### src/rtl/dsp_mac_sequencer_if.sv
`timescale 1ns/1ps
// Bus bundle around dsp_mac_sequencer: command in, operand stream in,
// DSP48A1 slice drive/return, and the handshaked result out.
// Ports (master = sequencer side):
//   cmd_valid/cmd_ready/cmd_len  command handshake, cmd_len = products to sum
//   s_valid/s_ready/s_a/s_b      unsigned 18-bit operand pair stream
//   dsp_a/dsp_b/dsp_opmode/dsp_rst/dsp_p  slice operands, opmode, reset, P
//   res_valid/res_ready/res_data result handshake, 48-bit accumulated sum
//   busy                         sequencer is not idle
interface dsp_mac_sequencer_if #(
  parameter int LEN_W = 8
);
  logic             cmd_valid;
  logic             cmd_ready;
  logic [LEN_W-1:0] cmd_len;

  logic             s_valid;
  logic             s_ready;
  logic [17:0]      s_a;
  logic [17:0]      s_b;

  logic [17:0]      dsp_a;
  logic [17:0]      dsp_b;
  logic [7:0]       dsp_opmode;
  logic             dsp_rst;
  logic [47:0]      dsp_p;

  logic             res_valid;
  logic             res_ready;
  logic [47:0]      res_data;

  logic             busy;

  // Sequencer side.
  modport master (
    input  cmd_valid, cmd_len,
    input  s_valid, s_a, s_b,
    input  dsp_p,
    input  res_ready,
    output cmd_ready, s_ready,
    output dsp_a, dsp_b, dsp_opmode, dsp_rst,
    output res_valid, res_data,
    output busy
  );

  // Environment side: command/operand source, slice, result sink.
  modport slave (
    output cmd_valid, cmd_len,
    output s_valid, s_a, s_b,
    output dsp_p,
    output res_ready,
    input  cmd_ready, s_ready,
    input  dsp_a, dsp_b, dsp_opmode, dsp_rst,
    input  res_valid, res_data,
    input  busy
  );
endinterface

### src/rtl/dsp_mac_sequencer.sv
`timescale 1ns/1ps
// Purpose: sequences one N-term multiply-accumulate through a DSP48A1 slice
//          (A1/B1/M/P/OPMODE registers on) and returns the 48-bit sum.
// Latency: res_valid rises PIPE_LAT+1 cycles after the last operand handshake;
//          one cycle after command accept when N=0.
// Backpressure: operand stalls become hold slots (P kept); a stalled result
//          holds DONE with res_data stable and blocks the next command.
//
// Ports:
//   clk   clock, all logic on posedge
//   RSTD  asynchronous active-high reset; also drives the slice reset
//   bus   dsp_mac_sequencer_if.master (command, operand, slice, result, busy)
module dsp_mac_sequencer #(
  parameter int LEN_W    = 8,
  parameter int OPM_SKEW = 1,  // opmode lag behind operand issue, >= 1
  parameter int PIPE_LAT = 3   // operand issue to P valid on dsp_p
) (
  input  logic                       clk,
  input  logic                       RSTD,
  dsp_mac_sequencer_if.master        bus
);

  typedef enum logic [1:0] {
    S_IDLE  = 2'd0,
    S_RUN   = 2'd1,
    S_DRAIN = 2'd2,
    S_DONE  = 2'd3
  } state_t;

  localparam int DRN_W = (PIPE_LAT > 1) ? $clog2(PIPE_LAT) : 1;

  // Opmode encodings, X in [1:0], Z in [3:2], upper nibble always zero.
  localparam logic [7:0] OPM_FIRST = 8'h01;  // X=M, Z=0   : restart P
  localparam logic [7:0] OPM_ACC   = 8'h09;  // X=M, Z=P   : accumulate
  localparam logic [7:0] OPM_HOLD  = 8'h08;  // X=0, Z=P   : keep P

  state_t                     state_q, state_d;
  logic [LEN_W-1:0]           len_q, len_d;
  logic [LEN_W-1:0]           cnt_q, cnt_d;
  logic [DRN_W-1:0]           drn_q, drn_d;
  logic [47:0]                res_q, res_d;
  logic [OPM_SKEW-1:0][7:0]   opm_q, opm_d;
  logic                       rst_sync_q, rst_sync_d;

  logic                       prod_slot;
  logic [7:0]                 slot_opm;

  // ---------------------------------------------------------------------
  // Next-state and slot decode
  // ---------------------------------------------------------------------
  always_comb begin
    state_d    = state_q;
    len_d      = len_q;
    cnt_d      = cnt_q;
    drn_d      = drn_q;
    res_d      = res_q;
    rst_sync_d = 1'b0;
    prod_slot  = 1'b0;
    slot_opm   = OPM_HOLD;

    case (state_q)
      S_IDLE: begin
        if (bus.cmd_valid) begin
          len_d = bus.cmd_len;
          cnt_d = '0;
          drn_d = '0;
          if (bus.cmd_len == '0) begin
            // Empty command: nothing enters the slice, answer is zero.
            res_d   = '0;
            state_d = S_DONE;
          end else begin
            state_d = S_RUN;
          end
        end
      end

      S_RUN: begin
        if (bus.s_valid) begin
          prod_slot = 1'b1;
          // The first product of a command overwrites P so no stale sum leaks in.
          slot_opm  = (cnt_q == '0) ? OPM_FIRST : OPM_ACC;
          cnt_d     = cnt_q + 1'b1;
          if (cnt_q == len_q - 1'b1) begin
            drn_d   = '0;
            state_d = S_DRAIN;
          end
        end
      end

      S_DRAIN: begin
        // Hold slots while the last product walks through A1/M/P. On the
        // final drain cycle dsp_p already carries the complete sum.
        if (drn_q == DRN_W'(PIPE_LAT - 1)) begin
          res_d   = bus.dsp_p;
          state_d = S_DONE;
        end else begin
          drn_d = drn_q + 1'b1;
        end
      end

      S_DONE: begin
        if (bus.res_ready) begin
          state_d = S_IDLE;
        end
      end

      default: begin
        state_d = S_IDLE;
      end
    endcase

    // Opmode delay line: stage 0 takes this cycle's slot, the last stage
    // reaches the slice OPM_SKEW cycles later, in step with the M register.
    opm_d[0] = slot_opm;
    for (int i = 1; i < OPM_SKEW; i++) begin
      opm_d[i] = opm_q[i-1];
    end
  end

  // ---------------------------------------------------------------------
  // State registers
  // ---------------------------------------------------------------------
  always_ff @(posedge clk or posedge RSTD) begin
    if (RSTD) begin
      state_q    <= S_IDLE;
      len_q      <= '0;
      cnt_q      <= '0;
      drn_q      <= '0;
      res_q      <= '0;
      opm_q      <= {OPM_SKEW{OPM_HOLD}};
      rst_sync_q <= 1'b1;
    end else begin
      state_q    <= state_d;
      len_q      <= len_d;
      cnt_q      <= cnt_d;
      drn_q      <= drn_d;
      res_q      <= res_d;
      opm_q      <= opm_d;
      rst_sync_q <= rst_sync_d;
    end
  end

  // ---------------------------------------------------------------------
  // Outputs
  // ---------------------------------------------------------------------
  // cmd_ready is masked by RSTD so every handshake output reads 0 in reset.
  assign bus.cmd_ready  = (state_q == S_IDLE) && !RSTD;
  assign bus.s_ready    = (state_q == S_RUN);
  assign bus.res_valid  = (state_q == S_DONE);
  assign bus.res_data   = res_q;
  assign bus.busy       = (state_q != S_IDLE);

  // Hold slots present zero operands so the slice multiplies 0*0.
  assign bus.dsp_a      = prod_slot ? bus.s_a : 18'd0;
  assign bus.dsp_b      = prod_slot ? bus.s_b : 18'd0;
  assign bus.dsp_opmode = opm_q[OPM_SKEW-1];

  // Asserts with RSTD, releases on the first clk edge after RSTD falls, so
  // the slice's synchronous resets see at least one edge after release.
  assign bus.dsp_rst    = rst_sync_q;

endmodule

### src/flat_wrapper.sv
// flat-port wrapper written by rule: the top's interface ports become plain ports
module dsp_mac_sequencer_flat 
#(
  parameter int LEN_W    = 8,
  parameter int OPM_SKEW = 1,                                          
  parameter int PIPE_LAT = 3                                       
)
  (clk, RSTD, bus_cmd_valid, bus_cmd_len, bus_s_valid, bus_s_a, bus_s_b, bus_dsp_p, bus_res_ready, bus_cmd_ready, bus_s_ready, bus_dsp_a, bus_dsp_b, bus_dsp_opmode, bus_dsp_rst, bus_res_valid, bus_res_data, bus_busy);
  dsp_mac_sequencer_if #(.LEN_W(LEN_W)) bus_i ();
  input  logic clk;
  input  logic RSTD;
  input wire logic [$bits(bus_i.cmd_valid)-1:0] bus_cmd_valid;
  input wire logic [$bits(bus_i.cmd_len)-1:0] bus_cmd_len;
  input wire logic [$bits(bus_i.s_valid)-1:0] bus_s_valid;
  input wire logic [$bits(bus_i.s_a)-1:0] bus_s_a;
  input wire logic [$bits(bus_i.s_b)-1:0] bus_s_b;
  input wire logic [$bits(bus_i.dsp_p)-1:0] bus_dsp_p;
  input wire logic [$bits(bus_i.res_ready)-1:0] bus_res_ready;
  output wire logic [$bits(bus_i.cmd_ready)-1:0] bus_cmd_ready;
  output wire logic [$bits(bus_i.s_ready)-1:0] bus_s_ready;
  output wire logic [$bits(bus_i.dsp_a)-1:0] bus_dsp_a;
  output wire logic [$bits(bus_i.dsp_b)-1:0] bus_dsp_b;
  output wire logic [$bits(bus_i.dsp_opmode)-1:0] bus_dsp_opmode;
  output wire logic [$bits(bus_i.dsp_rst)-1:0] bus_dsp_rst;
  output wire logic [$bits(bus_i.res_valid)-1:0] bus_res_valid;
  output wire logic [$bits(bus_i.res_data)-1:0] bus_res_data;
  output wire logic [$bits(bus_i.busy)-1:0] bus_busy;
  assign bus_i.cmd_valid = bus_cmd_valid;
  assign bus_i.cmd_len = bus_cmd_len;
  assign bus_i.s_valid = bus_s_valid;
  assign bus_i.s_a = bus_s_a;
  assign bus_i.s_b = bus_s_b;
  assign bus_i.dsp_p = bus_dsp_p;
  assign bus_i.res_ready = bus_res_ready;
  assign bus_cmd_ready = bus_i.cmd_ready;
  assign bus_s_ready = bus_i.s_ready;
  assign bus_dsp_a = bus_i.dsp_a;
  assign bus_dsp_b = bus_i.dsp_b;
  assign bus_dsp_opmode = bus_i.dsp_opmode;
  assign bus_dsp_rst = bus_i.dsp_rst;
  assign bus_res_valid = bus_i.res_valid;
  assign bus_res_data = bus_i.res_data;
  assign bus_busy = bus_i.busy;
  dsp_mac_sequencer #(.LEN_W(LEN_W), .OPM_SKEW(OPM_SKEW), .PIPE_LAT(PIPE_LAT)) u_core (.clk(clk), .RSTD(RSTD), .bus(bus_i));
endmodule
### config.mk
export PLATFORM = sky130hd
export DESIGN_NAME = dsp_mac_sequencer_flat
export DESIGN_NICKNAME = d
export VERILOG_FILES = /design/src/rtl/dsp_mac_sequencer_if.sv /design/src/rtl/dsp_mac_sequencer.sv /design/src/flat_wrapper.sv
export SDC_FILE = /design/constraint.sdc
export NUM_CORES = 1
export LEC_CHECK = 0
export CORE_MARGIN = 10
export CORE_UTILIZATION = 38
export DETAILED_ROUTE_END_ITERATION = 10
export PLACE_DENSITY = 0.78
export RECOVER_POWER = 25
export SYNTH_ARGS = -nofsm -noshare
export SYNTH_HDL_FRONTEND = slang
export SYNTH_SLANG_ARGS = --single-unit
### constraint.sdc
create_clock -name clk -period 3.9 [get_ports clk]
set_input_delay 1.17 -clock clk [delete_from_list [all_inputs] [get_ports clk]]
set_output_delay 1.17 -clock clk [all_outputs]
set_load 0.005 [all_outputs]
Word level (Yosys, flattened, before mapping)
Cells that the tools add are included.
{"block": "word_totals", "register_bits": 77, "latchBits": 0, "ram_bits": 0, "mem_bits_ro": 0, "output_inout_bits": 97, "memories": 0}
{"block": "classes", "add_sub_neg": 3, "multipliers": 0, "n_div": 0, "order_cmp": 0, "n_eq_ne": 12, "shifts": 0, "mux": 26, "bitwise": 0, "reduce_logical": 14}
{"cell": "48-bit two-way mux", "n": 3}
{"cell": "48-bit case mux with 2 select lines", "n": 1}
{"cell": "18-bit two-way mux", "n": 2}
{"cell": "8-bit two-way mux", "n": 4}
{"cell": "2-bit two-way mux", "n": 10}
{"cell": "8-bit logical NOT", "n": 2}
{"cell": "8-bit case mux with 2 select lines", "n": 1}
{"cell": "5-bit AND reduction", "n": 2}
{"cell": "8-bit by 1-bit adder with 8-bit output (second input constant)", "n": 1}
{"cell": "8-bit == test", "n": 1}
{"cell": "2-bit != test (second input constant)", "n": 4}
{"cell": "2-bit case mux with 4 select lines", "n": 1}
{"cell": "8-bit by 1-bit subtractor with 8-bit output (second input constant)", "n": 1}
{"cell": "2-bit == test (second input constant)", "n": 3}
{"cell": "2-bit by 1-bit != test with 1-bit output (second input constant)", "n": 3}
{"cell": "2-bit case mux with 3 select lines", "n": 1}
{"cell": "2-bit nonzero test", "n": 3}
{"cell": "4-bit two-way mux", "n": 1}
{"cell": "4-bit AND reduction", "n": 1}
{"cell": "3-bit AND reduction", "n": 1}
{"cell": "3-bit nonzero test", "n": 1}
{"cell": "2-bit by 1-bit adder with 2-bit output (second input constant)", "n": 1}
{"cell": "2-bit by 1-bit == test with 1-bit output (second input constant)", "n": 1}
{"cell": "2-bit logical NOT", "n": 1}
{"cell": "other kinds (4)", "n": 5}

Longest topological paths before layout
{"block": "logic_depth", "ltp_word": 5, "depth_mapped": 9, "mapped_depth_nobuf": 8}

Worst setup path before layout
OpenSTA, ideal clock, no wires.
{"block": "synth_path", "path_kind": "in2out", "start": "in bus_s_valid", "end": "out bus_dsp_a[17]", "t_arrival_ns": 1.581, "t_required_ns": 2.730, "setup_slack_ns": 1.149, "cell_stages": 2, "n_path_buf": 1, "path_cell_list": "clkbuf_1 -> and3_1"}
{"block": "synth_via", "elab_chain_len": 3}
{"item": "from (decl)", "line": "flat_wrapper.sv:14", "rtl": "input wire logic [$bits(bus_i.s_valid)-1:0] bus_s_valid;"}
{"item": "1-bit two-way mux", "line": "dsp_mac_sequencer.sv:78", "rtl": "if (bus.s_valid) begin"}
{"item": "1-bit two-way mux", "line": "dsp_mac_sequencer.sv:61", "rtl": "case (state_q)"}
{"item": "18-bit two-way mux", "line": "dsp_mac_sequencer.sv:154", "rtl": "assign bus.dsp_a = prod_slot ? bus.s_a : 18'd0;"}
{"item": "to (decl)", "line": "flat_wrapper.sv:21", "rtl": "output wire logic [$bits(bus_i.dsp_a)-1:0] bus_dsp_a;"}
No other way between the ends.

Final worst setup path
{"block": "layout_path", "start": "in bus_s_valid", "end": "out bus_dsp_b[16]"}
{"block": "layout_via", "elab_chain_len": 3}
{"item": "1-bit two-way mux", "line": "dsp_mac_sequencer.sv:78"}
{"item": "1-bit two-way mux", "line": "dsp_mac_sequencer.sv:61"}
{"item": "18-bit two-way mux", "line": "dsp_mac_sequencer.sv:155", "rtl": "assign bus.dsp_b = prod_slot ? bus.s_b : 18'd0;"}
{"item": "to (decl)", "line": "flat_wrapper.sv:22", "rtl": "output wire logic [$bits(bus_i.dsp_b)-1:0] bus_dsp_b;"}
No other way between the ends.

==> summary.txt <==
outcome: finished clean
Worst-path clk slew: 70 ps
netlist area before placement: 3709 um2
Max Cap Viol: 0
largest net degree at the start of global routing: 49
clk_lat worst skew: 330 ps
fraction of final layout cells with drive strength greater than 1: 0.05853
number of hold-slack violations in the final timing report: 0
CTS tree: built
peak clock frequency supported by timing: 266.1 MHz
H-tree level count: 3
Post-DP Area: 5677 um2
startpoint type of the worst setup path: input pin
starting utilization of the core area: 0.3957
final worst path period need: 3758 ps
sequential area share after synthesis: 0.4798
die area: 14110 um2
post-route cell area: 5849 um2
first drt pass iteration count: 4
number of antenna violations at the first check in global routing: 0
worst-case hold slack: 463.9 ps
number of global-route vias before repair: 3622
number of placement rows: 35
Critical Path End Type: output pin
most instantiated flip-flop cell in the synthesis netlist: sky130_fd_sc_hd__dfrtp_1
DRC marker count from the first detailed-route iteration: 211
count of flip-flops with a built-in enable after synthesis: 0
Die Height: 118.8 um
number of placed I/O pins: 194
critical path fanouts, max: 43
smallest setup slack after layout: 141.8 ps
Yosys warnings: 0
clock sink count: 71
final global-route overflow total: 0
peak ir drop on the vdd network: 0.1911 mV
Hold Path Class: reg2reg
number of gates resized after cts: 0
final setup fails: 0
global-route wire length before repair: 19.65 mm
type of the setup path with the least slack: in2out
share of the clock period used by the worst path after layout: 0.9636
synthesized area per cell: 8.851 um2
hold-fix buffers at CTS: 0
placeable core region: 9371 um2
detail-routed net length per standard cell: 16.79 um
buffers added on ports: 187
sum of negative setup slack: 0 ps
Syn-to-layout area delta: 57.73%
CTS Root Cell: sky130_fd_sc_hd__clkbuf_8
Post-DRT Antenna Nets: 0
overall track demand over capacity in global routing: 0.1685
unrepaired setup endpoints after global routing: false
Routability Congestion: 0.8103
post-DR vias/cell: 4.856
number of nets in the layout: 700
die span in x: 118.8 um
post-placement worst setup slack: 158.1 ps
count of state elements after synthesis: 71
number of buffers on the longest clock path: 2
Inserted Diodes: 0
DRC: 0
worst slew margin relative to its limit: 0.1527
final routed wirelength across all metal layers: 12.20 mm
via count of the routed design: 3530
Yosys cell types: 47
half-perimeter wire length after placement: 9.502 mm
fin. max-slew vios: 0
required time of the critical path: 2730 ps
leakage power: 2.815 nW
Clock Skews: 5.824 ps
PD cells: 290.5 nW/um2
buffers inserted during post-CTS setup optimization: 0
cts bufs inserted: 9
instance count of the mapped netlist: 419
Worst-Margin Slew: 1271 ps
endpoint arrival time on the critical path: 2590 ps
post-synthesis async set-or-reset flop share: 1.000
==> sequential cells by signal, indices dropped and copies added (netlist names) <==
| register | flops |
|---|---|
| u_core.bus.dsp_rst | 1 |
| u_core.len_q | 8 |
| u_core.cnt_q | 8 |
| u_core.drn_q | 2 |
| u_core.state_q | 2 |
| u_core.bus.dsp_opmode | 2 |
| u_core.bus.res_data | 48 |
==> placed cells by master, fill, tap and decap left out, types with 3 or more instances in the layout <==
| master | netlist | layout |
|---|---|---|
| sky130_fd_sc_hd__dfrtp_1 | 69 | 69 |
| sky130_fd_sc_hd__xnor2_1 | 4 | 4 |
| sky130_fd_sc_hd__clkbuf_1 | 17 | 3 |
| sky130_fd_sc_hd__mux2_2 | 8 | 8 |
| sky130_fd_sc_hd__nor2_1 | 15 | 15 |
| sky130_fd_sc_hd__xor2_1 | 8 | 8 |
| sky130_fd_sc_hd__o21ai_0 | 6 | 6 |
| sky130_fd_sc_hd__and3_1 | 37 | 37 |
| sky130_fd_sc_hd__nand2_1 | 105 | 105 |
| sky130_fd_sc_hd__clkbuf_8 | 0 | 13 |
| sky130_fd_sc_hd__a21oi_1 | 8 | 8 |
| sky130_fd_sc_hd__clkdlybuf4s50_1 | 0 | 186 |
| sky130_fd_sc_hd__conb_1 | 1 | 7 |
| sky130_fd_sc_hd__nand3_1 | 52 | 52 |
| sky130_fd_sc_hd__ha_1 | 8 | 7 |
| sky130_fd_sc_hd__nor3_1 | 6 | 6 |
| sky130_fd_sc_hd__inv_1 | 14 | 14 |
| sky130_fd_sc_hd__nand4_1 | 3 | 3 |
| sky130_fd_sc_hd__mux2i_1 | 4 | 4 |
| sky130_fd_sc_hd__nand2b_1 | 4 | 4 |
==> worst max-delay path: stages <==
cell	delay, ps
sky130_fd_sc_hd__clkdlybuf4s50_1	510
sky130_fd_sc_hd__buf_12	180
sky130_fd_sc_hd__and3_1	190
sky130_fd_sc_hd__clkdlybuf4s50_1	530
==> cell type report <==
type	instances	area, um2
Clock buffer	14	182.7
Fill cell	837	3522
Timing Repair Buffer	194	1939
Sequential cell	71	1779
Inverter	14	52.55
Multi-Input combinational cell	305	1734
Tap cell	129	161.4
==> power breakdown <==
part           switching, W  total (W)  internal [W]
sequential        0.0000506   0.000819      0.000769
clock              0.000256   0.000551      0.000295
combinational      0.000124   0.000329      0.000205
total              0.000430    0.00170       0.00127
==> cells in the mapped netlist, types with 2 or more instances <==
cell	n	area (um2)
sky130_fd_sc_hd__or4_1	2	15.01
sky130_fd_sc_hd__nand3_1	52	260.3
sky130_fd_sc_hd__clkbuf_1	17	63.81
sky130_fd_sc_hd__or3_1	2	12.51
sky130_fd_sc_hd__a21oi_1	8	40.04
sky130_fd_sc_hd__dfstp_2	2	52.55
sky130_fd_sc_hd__a22o_1	2	17.52
sky130_fd_sc_hd__xnor2_1	4	35.03
sky130_fd_sc_hd__nand4_1	3	18.77
sky130_fd_sc_hd__nand2b_1	4	25.02
sky130_fd_sc_hd__xor2_1	8	70.07
sky130_fd_sc_hd__nor2b_1	2	12.51
sky130_fd_sc_hd__nand2_1	105	394.1
sky130_fd_sc_hd__mux2_2	8	90.09
sky130_fd_sc_hd__ha_1	8	100.1
sky130_fd_sc_hd__inv_1	14	52.55
sky130_fd_sc_hd__buf_4	9	67.56
sky130_fd_sc_hd__nor2_1	15	56.30
sky130_fd_sc_hd__mux2i_1	4	40.04
sky130_fd_sc_hd__dfrtp_1	69	1727
sky130_fd_sc_hd__nor3_1	6	30.03
sky130_fd_sc_hd__o21ai_2	2	17.52
sky130_fd_sc_hd__o21ai_0	6	30.03
sky130_fd_sc_hd__and2_1	2	12.51
sky130_fd_sc_hd__and3_1	37	231.5
sky130_fd_sc_hd__buf_2	7	35.03
==> metrics by stage <==
stage	utilization	power, W	instances
final	0.6242	0.001699	727
after global routing	0.6242	0.001782	727
after CTS	0.6252	0.001724	727
after detailed placement	0.6057	0.001163	713
after global placement	0.6057	0.001155	713
after floorplan	-	0.0009867	425
==> worst paths after layout <==
check                                              from  slack, ps                 endpoint  depth (start not counted)
worst max-delay path                        bus_s_valid        140            bus_dsp_b[16]                          4
worst min-delay path            u_core.bus.res_data[14]        460  u_core.bus.res_data[14]                          2
worst max register to register        u_core.state_q[1]        850          u_core.cnt_q[7]                          9
worst min register to register  u_core.bus.res_data[14]        460  u_core.bus.res_data[14]                          2
max in group asynchronous                          RSTD        740  u_core.bus.res_data[14]                          3
min in group asynchronous                          RSTD       1500  u_core.bus.res_data[31]                          2
==> layer usage <==
| metal | up-vias | wire (um) | track usage |
|---|---|---|---|
| met1 | 1702 | 4716 | 0.1867 |
| met3 | 7 | 779 | 0.05902 |
| met4 | 0 | 67 | 0.03206 |
| met5 | - | 0 | 0 |
| met2 | 81 | 6641 | 0.3046 |
| li1 | 1740 | - | - |
==> cells by family (layout without fill, tap and decap cells) <==
kind of cell             count (synthesis)  after routing  share of synthesized area
AO/OA/AOI/OAI                           32             32                    0.06748
XOR/XNOR                                12             12                    0.02834
adder cells (fa/ha/maj)                  8              8                    0.02699
buffers and inverters                   49            222                    0.06140
flip-flops                              71             71                     0.4798
multiplexers                            12             12                    0.03509
other                                    1              7                   0.001011
AND/OR/NAND/NOR                        234            234                     0.2999
Power figures use the tool's default switching activity.
